<file path="src/rtl/t5_lsu_pkg.sv">
// t5_pkg: shared opcode/fn3 constants, FSM state encoding and access legality helper for the t5 load/store unit.
package t5_pkg;
  localparam logic [4:0] OPC_LOAD  = 5'b00000;
  localparam logic [4:0] OPC_STORE = 5'b01000;
  localparam logic [2:0] FN3_B  = 3'd0;
  localparam logic [2:0] FN3_H  = 3'd1;
  localparam logic [2:0] FN3_W  = 3'd2;
  localparam logic [2:0] FN3_BU = 3'd4;
  localparam logic [2:0] FN3_HU = 3'd5;
  typedef enum logic [1:0] {IDLE, REQ, DONE} state_e;
  function automatic logic fn3_legal(input logic st, input logic [2:0] f);
    return st ? (f inside {FN3_B, FN3_H, FN3_W}) : (f inside {FN3_B, FN3_H, FN3_W, FN3_BU, FN3_HU});
  endfunction
endpackage

</file>
<file path="src/rtl/t5_lsu_if.sv">
// t5_lsu_if: single-master stb/ack data bus between the load/store unit and memory.
interface t5_lsu_if #(parameter int XLEN = 32);
  logic [XLEN-1:0] dwb_adr_o, dwb_dat_o, dwb_dat_i;
  logic [3:0] dwb_sel_o;
  logic dwb_we_o, dwb_stb_o, dwb_ack_i;
  modport master(output dwb_adr_o, dwb_dat_o, dwb_sel_o, dwb_we_o, dwb_stb_o, input dwb_ack_i, dwb_dat_i);
  modport slave(input dwb_adr_o, dwb_dat_o, dwb_sel_o, dwb_we_o, dwb_stb_o, output dwb_ack_i, dwb_dat_i);
endinterface

</file>
<file path="src/rtl/t5_lsu_align.sv">
// t5_lsu_align: byte-select generation for the issuing access and lane extraction/extension of returning load data.
module t5_lsu_align (
  input  logic [1:0]  xadr_lo,
  input  logic [2:0]  xfn3,
  input  logic [1:0]  adr,
  input  logic [2:0]  fn3,
  input  logic [31:0] dat,
  output logic [3:0]  sel,
  output logic [31:0] mlod_nxt
);
  logic [7:0] b;
  logic [15:0] h;
  logic sx;
  always_comb begin
    sel = xfn3[1:0] == 2'd0 ? 4'b0001 << xadr_lo : xfn3[1:0] == 2'd1 ? 4'b0011 << {xadr_lo[1], 1'b0} : 4'b1111;
    b = dat[{adr, 3'b000} +: 8];
    h = adr[1] ? dat[31:16] : dat[15:0];
    sx = ~fn3[2];
    mlod_nxt = fn3[1:0] == 2'd0 ? {{24{sx & b[7]}}, b} : fn3[1:0] == 2'd1 ? {{16{sx & h[15]}}, h} : dat;
  end
endmodule

</file>
<file path="src/rtl/t5_lsu.sv">
// t5_lsu: load/store unit driving a stb/ack data bus and stalling the pipeline while an access is outstanding.
// Optional bus timeout with mbus error pulse when T5_LSU_TIMEOUT_EN is defined.
module t5_lsu import t5_pkg::*; #(
  parameter int XLEN = 32,
  parameter int TOUT = 255
) (
  input  logic            sclk,
  input  logic            srst,
  input  logic            sena,
  input  logic [6:2]      xopc,
  input  logic [14:12]    xfn3,
  input  logic [XLEN-1:0] xadr,
  input  logic [XLEN-1:0] xdat,
  output logic [XLEN-1:0] mlod,
  output logic            mstall,
  output logic            mmis,
  output logic            mbus,
  t5_lsu_if.master        dwb
);
  state_e state_q, state_d;
  logic [XLEN-1:0] adr_q, adr_d, dat_q, dat_d, mlod_q, mlod_d, mlod_nxt;
  logic [3:0] sel_q, sel_d, xsel;
  logic [2:0] fn3_q, fn3_d;
  logic [1:0] alo_q, alo_d;
  logic we_q, we_d, stb_q, stb_d, mmis_q, mmis_d, mbus_q, mbus_d;
  logic xmem, mis, ok, tmo;
  t5_lsu_align u_align (
    .xadr_lo(xadr[1:0]), .xfn3(xfn3), .adr(alo_q), .fn3(fn3_q),
    .dat(dwb.dwb_dat_i), .sel(xsel), .mlod_nxt(mlod_nxt)
  );
`ifdef T5_LSU_TIMEOUT_EN
  localparam int CW = $clog2(TOUT + 1) < 8 ? 8 : $clog2(TOUT + 1);
  logic [CW-1:0] cnt_q, cnt_d;
  always_comb begin
    cnt_d = state_q == REQ && !dwb.dwb_ack_i ? cnt_q + 1'b1 : '0;
    tmo = state_q == REQ && cnt_q == CW'(TOUT - 1);
  end
  always_ff @(posedge sclk) cnt_q <= srst ? '0 : cnt_d;
`else
  assign tmo = 1'b0;
`endif
  always_comb begin
    xmem = xopc == OPC_LOAD || xopc == OPC_STORE;
    mis = (xfn3[13:12] == 2'd1 && xadr[0]) || (xfn3[13:12] == 2'd2 && xadr[1:0] != 2'd0);
    ok = xmem && fn3_legal(xopc == OPC_STORE, xfn3) && !mis;
    state_d = state_q;
    adr_d = adr_q;
    dat_d = dat_q;
    sel_d = sel_q;
    fn3_d = fn3_q;
    alo_d = alo_q;
    we_d = we_q;
    stb_d = stb_q;
    mlod_d = mlod_q;
    mmis_d = 1'b0;
    mbus_d = 1'b0;
    if (state_q == IDLE) begin
      mmis_d = xmem && !ok && sena;
      if (ok) begin
        adr_d = {xadr[XLEN-1:2], 2'b00};
        alo_d = xadr[1:0];
        dat_d = xdat;
        sel_d = xsel;
        fn3_d = xfn3;
        we_d = xopc == OPC_STORE;
        stb_d = 1'b1;
        state_d = REQ;
      end
    end else if (state_q == REQ) begin
      // ack wins over a timeout landing on the same cycle
      if (dwb.dwb_ack_i || tmo) begin
        stb_d = 1'b0;
        state_d = sena ? IDLE : DONE;
        mbus_d = !dwb.dwb_ack_i;
        mlod_d = dwb.dwb_ack_i && !we_q ? mlod_nxt : mlod_q;
      end
    end else begin
      state_d = sena ? IDLE : DONE;
    end
    mstall = (state_q == IDLE && ok) || (state_q == REQ && !dwb.dwb_ack_i);
  end
  always_ff @(posedge sclk) begin
    if (srst) begin
      state_q <= IDLE;
      adr_q <= '0;
      dat_q <= '0;
      sel_q <= 4'h0;
      fn3_q <= 3'd0;
      alo_q <= 2'd0;
      we_q <= 1'b0;
      stb_q <= 1'b0;
      mlod_q <= '0;
      mmis_q <= 1'b0;
      mbus_q <= 1'b0;
    end else begin
      state_q <= state_d;
      adr_q <= adr_d;
      dat_q <= dat_d;
      sel_q <= sel_d;
      fn3_q <= fn3_d;
      alo_q <= alo_d;
      we_q <= we_d;
      stb_q <= stb_d;
      mlod_q <= mlod_d;
      mmis_q <= mmis_d;
      mbus_q <= mbus_d;
    end
  end
  assign dwb.dwb_adr_o = adr_q;
  assign dwb.dwb_dat_o = dat_q;
  assign dwb.dwb_sel_o = sel_q;
  assign dwb.dwb_we_o = we_q;
  assign dwb.dwb_stb_o = stb_q;
  assign mlod = mlod_q;
  assign mmis = mmis_q;
  assign mbus = mbus_q;
endmodule

</file>
<file path="src/flat_wrapper.sv">
// flat-port wrapper written by rule: the top's interface ports become plain ports
module t5_lsu_flat import t5_pkg::*;
#(
  parameter int XLEN = 32,
  parameter int TOUT = 255
)
  (sclk, srst, sena, xopc, xfn3, xadr, xdat, mlod, mstall, mmis, mbus, dwb_dwb_adr_o, dwb_dwb_dat_o, dwb_dwb_sel_o, dwb_dwb_we_o, dwb_dwb_stb_o, dwb_dwb_ack_i, dwb_dwb_dat_i);
  t5_lsu_if #(.XLEN(XLEN)) dwb_i ();
  input  logic sclk;
  input  logic srst;
  input  logic sena;
  input  logic [6:2] xopc;
  input  logic [14:12] xfn3;
  input  logic [XLEN-1:0] xadr;
  input  logic [XLEN-1:0] xdat;
  output logic [XLEN-1:0] mlod;
  output logic mstall;
  output logic mmis;
  output logic mbus;
  output wire logic [$bits(dwb_i.dwb_adr_o)-1:0] dwb_dwb_adr_o;
  output wire logic [$bits(dwb_i.dwb_dat_o)-1:0] dwb_dwb_dat_o;
  output wire logic [$bits(dwb_i.dwb_sel_o)-1:0] dwb_dwb_sel_o;
  output wire logic [$bits(dwb_i.dwb_we_o)-1:0] dwb_dwb_we_o;
  output wire logic [$bits(dwb_i.dwb_stb_o)-1:0] dwb_dwb_stb_o;
  input wire logic [$bits(dwb_i.dwb_ack_i)-1:0] dwb_dwb_ack_i;
  input wire logic [$bits(dwb_i.dwb_dat_i)-1:0] dwb_dwb_dat_i;
  assign dwb_dwb_adr_o = dwb_i.dwb_adr_o;
  assign dwb_dwb_dat_o = dwb_i.dwb_dat_o;
  assign dwb_dwb_sel_o = dwb_i.dwb_sel_o;
  assign dwb_dwb_we_o = dwb_i.dwb_we_o;
  assign dwb_dwb_stb_o = dwb_i.dwb_stb_o;
  assign dwb_i.dwb_ack_i = dwb_dwb_ack_i;
  assign dwb_i.dwb_dat_i = dwb_dwb_dat_i;
  t5_lsu #(.XLEN(XLEN), .TOUT(TOUT)) u_core (.sclk(sclk), .srst(srst), .sena(sena), .xopc(xopc), .xfn3(xfn3), .xadr(xadr), .xdat(xdat), .mlod(mlod), .mstall(mstall), .mmis(mmis), .mbus(mbus), .dwb(dwb_i));
endmodule
</file>
<file path="config.mk">
export PLATFORM = sky130hd
export DESIGN_NAME = t5_lsu_flat
export DESIGN_NICKNAME = d
export VERILOG_FILES = /design/src/rtl/t5_lsu_pkg.sv /design/src/rtl/t5_lsu_if.sv /design/src/rtl/t5_lsu_align.sv /design/src/rtl/t5_lsu.sv /design/src/flat_wrapper.sv
export SDC_FILE = /design/constraint.sdc
export NUM_CORES = 1
export LEC_CHECK = 0
export ABC_CLOCK_PERIOD_IN_PS = 2950
export BUFFER_PORTS_ARGS = -buffer_cell sky130_fd_sc_hd__buf_2
export CORE_MARGIN = 8
export CORE_UTILIZATION = 40
export CTS_CLUSTER_SIZE = 24
export DETAILED_ROUTE_END_ITERATION = 8
export GPL_TIMING_DRIVEN = 0
export PLACE_DENSITY = 0.67
export SYNTH_ARGS = -nofsm -noshare
export SYNTH_HDL_FRONTEND = slang
export SYNTH_HIERARCHICAL = 1
export SYNTH_SLANG_ARGS = --single-unit
</file>
<file path="constraint.sdc">
create_clock -name sclk -period 2.95 [get_ports sclk]
set_clock_uncertainty 0.05 [all_clocks]
set_input_delay 0.59 -clock sclk [delete_from_list [all_inputs] [get_ports sclk]]
set_output_delay 0.59 -clock sclk [all_outputs]
set_load 0.05 [all_outputs]
</file>
==> out/results.txt <==
Counting distinct cell types in the post-synthesis netlist gives 41. The vertical extent of the die was 135 um. The most used flip-flop cell after synthesis is sky130_fd_sc_hd__dfxtp_1.

For the count of unresolved DRC violations after routing, the log shows 0. From synthesis to final layout, the design area changed by 28.2%. In this run, post-CTS repair resized a total of 0 instances. The highest achievable clock rate is 375 MHz, and the max-slew violation count is 0. After clock tree synthesis, the flow added hold-fix buffers numbering 0. For this design the top-level I/O count stands at 213. The cell count after synthesis came out at 621. The initial utilization of the core area, before any placement, comes to 41.0%. The tools report the via count of the first global-routing pass as 4762. TritonCTS built the clock tree. The logs give 4941 for the total number of vias and 0 for the setup-violating endpoint count in the final report. The data arrival time of the worst path is 2.03 ns. The run gives 54.0% as the relative max-transition margin. The max-cap check violation count is 0.

The total congestion overflow is 0. Number of buffers added on ports: 209. Setup repair after global routing left no endpoint under its margin. The register bit total from synthesis was 109. In this design, the stage delay of the slowest critical-path cell is 0.62 ns. For the pin with the worst max-slew slack, the measured transition is 0.684 ns. The worst min-delay path class is in2reg. The sequential cell area is 2180 um^2, and the count of synthesis-stage warnings from yosys is 6. Averaged over all synthesized cells, the footprint is 9.20 um^2.

For the wire length of the first global-routing pass, the log shows 24900 um. The floorplan step set the die width to 135 um. Of all nets on the critical path, the largest fanout is 5. By area the synthesized netlist is led by sky130_fd_sc_hd__dfxtp_1, sky130_fd_sc_hd__nand2b_1, sky130_fd_sc_hd__mux2i_1. The overall routed net length is 15700 um. After layout, the worst path uses 90.5% of the clock period. The number of sinks on the clock net was 109; the clock period minus final worst setup slack was 2.67 ns. The worst-skew pair later-pin latency is 0.34 ns, and the final routed wire length divided by cell count is 15.3 um. The remaining number of nets flagged by the antenna check after routing was 0. Once layout is complete, the utilization of the core stands at 52.6%. The violation count after the first detailed-routing iteration was 253. The core region area was 13900 um^2; the fraction of final layout cells with drive strength greater than 1 was 31.5%.

Entering global routing, the biggest net connects 18 pins. The die covers 18400 um^2. The design draws 3190 uW. Slowest cell on the critical path: sky130_fd_sc_hd__nor4_1. Dividing total power by cell area gives a power density of 435 nW/um^2. Summed over all nets, the half-perimeter wirelength after detailed placement is 12300 um.

The logs give 0.842 for the global placement routability congestion and 16.8% for the total track usage. The area occupied by multi-input gates is 3130 um^2, and the cell area after technology mapping is 5710 um^2. The run gives 5 as the number of detailed-routing iterations run before antenna repair. The synthesized design contains 0 enable-type register cells. The tree is rooted in a sky130_fd_sc_hd__clkbuf_16. Of all flip-flops after synthesis, the portion carrying an async set or reset was 0%. Critical setup path kind: in2out. The startpoint kind of the worst setup timing path is an input port. Initial antenna violation count: 0.

The largest total area in the synthesized netlist belongs to sky130_fd_sc_hd__dfxtp_1. Leaving out fill and tap cells, the most frequent cells in the layout are sky130_fd_sc_hd__buf_2, sky130_fd_sc_hd__nand2b_1, sky130_fd_sc_hd__dfxtp_1. Walking the worst path, the cells encountered are buf_2, nor4_1, o211ai_1, a21oi_1, buf_2. The antenna diode count was 0; the per-cell via count in the routed design was 4.81.

For the maximum vdd drop, the log shows 0.000325 V. The tools report the total CTS buffers as 9. In this design, the critical path's most frequently occurring cell is sky130_fd_sc_hd__buf_2. The synthesized design devotes to its leading area cell type 38.2% of total area. Share of synthesized area occupied by flip-flops and latches: 38.2%.

Data on the critical path is required at its endpoint by 2.31 ns. For the leakage power total, the log shows 0.00310 uW. The filler cells instantiated in the layout total 1316. Clock-pin slew was measured on the worst setup and hold paths at 0.07 ns. The library cell used most frequently in the layout, excluding fill and tap cells, is sky130_fd_sc_hd__buf_2. STA classifies the critical path endpoint as an output pin.

After the last flow step, the layout net total stands at 951. The floorplan has 43 rows. The run finished with clean final reports. In this run the number of H-tree levels came out at 3. The total count of hold-check failures in the final report is 0. In this run the post-CTS setup repair buffer count came out at 0. The run gives 2 as the maximum number of buffers from clock root to sink. For the final routed database, the setup TNS stands at 0 ns.
cells by family (layout without fill, tap and decap cells):
group | count (synthesis) | in the layout | synth area share [%]
flops | 109 | 109 | 38.2
buf+inv | 58 | 283 | 7.14
simple gates | 286 | 286 | 28.5
other cells | 1 | 3 | 0.0657
mux | 81 | 81 | 16.5
compound gates | 86 | 86 | 9.62
area by class of cell:
class	count	share of cell area, %
Inverter	4	0.205
Clock buffer	11	3.45
Sequential cell	109	29.8
Buffer	54	5.36
Multi-Input combinational cell	456	42.7
Tap cell	180	3.08
Timing Repair Buffer	209	14.3
Clock inverter	5	1.11
per-stage QoR:
step	setup WS (ns)	hold WS, ns	cell area, um^2	std cells
2_1_floorplan	0.292	0.395	5720	623
3_3_place_gp	0.320	0.390	6990	1012
3_5_place_dp	0.321	0.396	6990	1012
4_1_cts	0.310	0.373	7320	1028
5_1_grt	0.171	0.381	7320	1028
6_report	0.280	0.390	7320	1028
Yosys cell counts, types with 2 or more instances:
| cell type | count |
|---|---|
| sky130_fd_sc_hd__nor2b_1 | 31 |
| sky130_fd_sc_hd__o22ai_1 | 8 |
| sky130_fd_sc_hd__o21ai_2 | 12 |
| sky130_fd_sc_hd__or2b_1 | 3 |
| sky130_fd_sc_hd__buf_4 | 2 |
| sky130_fd_sc_hd__o21ai_0 | 12 |
| sky130_fd_sc_hd__a21oi_1 | 36 |
| sky130_fd_sc_hd__nand2b_1 | 143 |
| sky130_fd_sc_hd__o211ai_1 | 2 |
| sky130_fd_sc_hd__nor2_1 | 10 |
| sky130_fd_sc_hd__buf_6 | 4 |
| sky130_fd_sc_hd__buf_2 | 9 |
| sky130_fd_sc_hd__dfxtp_1 | 109 |
| sky130_fd_sc_hd__a221oi_1 | 2 |
| sky130_fd_sc_hd__nor3_1 | 2 |
| sky130_fd_sc_hd__nand2_1 | 73 |
| sky130_fd_sc_hd__mux2i_1 | 72 |
| sky130_fd_sc_hd__a21o_1 | 2 |
| sky130_fd_sc_hd__o21bai_1 | 2 |
| sky130_fd_sc_hd__clkbuf_1 | 29 |
| sky130_fd_sc_hd__mux4_1 | 7 |
| sky130_fd_sc_hd__nand3_1 | 8 |
| sky130_fd_sc_hd__buf_12 | 8 |
| sky130_fd_sc_hd__a211oi_1 | 8 |
| sky130_fd_sc_hd__inv_1 | 4 |
| sky130_fd_sc_hd__and3b_1 | 8 |
power breakdown:
group | internal (uW) | switching (uW)
registers | 1480 | 6.83
clock network | 793 | 543
logic | 164 | 198
total | 2440 | 748
state kept, by name, indices dropped and copies added, names as in the netlist:
name,cells
u_core/dwb.dwb_we_o,1
u_core/dwb.dwb_dat_o,32
u_core/mlod,32
u_core/dwb.dwb_sel_o,4
u_core/mmis,1
u_core/state_q,2
u_core/dwb.dwb_stb_o,1
u_core/dwb.dwb_adr_o,30
u_core/mbus,1
u_core/fn3_q,3
u_core/alo_q,2
metal layers:
metal	global-route usage (%)	vias to the layer above	part of all wire (%)
met5	0	-	0
met4	6.35	0	1.8
met3	4.23	20	7.7
met2	26.4	170	46
met1	21.6	2231	44
li1	-	2520	-
final timing paths:
check,start,endpoint,slack [ns],cells past startpoint
max,xadr[1],mstall,0.28,5
min,sena,u_core/state_q[1]$_SDFFE_PP0P_,0.39,2
max reg2reg,u_core/alo_q[0]$_SDFFE_PP0P_,u_core/mlod[13]$_SDFFE_PP0P_,1.17,7
min reg2reg,u_core/mlod[16]$_SDFFE_PP0P_,u_core/mlod[16]$_SDFFE_PP0P_,0.40,2
worst max-delay path: cells and delay by family:
kind	cells	cell delay, ns
AND/OR/NAND/NOR	1	0.62
buffers and inverters	2	0.42
AO/OA/AOI/OAI	2	0.39
No activity file was read; power rests on OpenSTA's default activity.
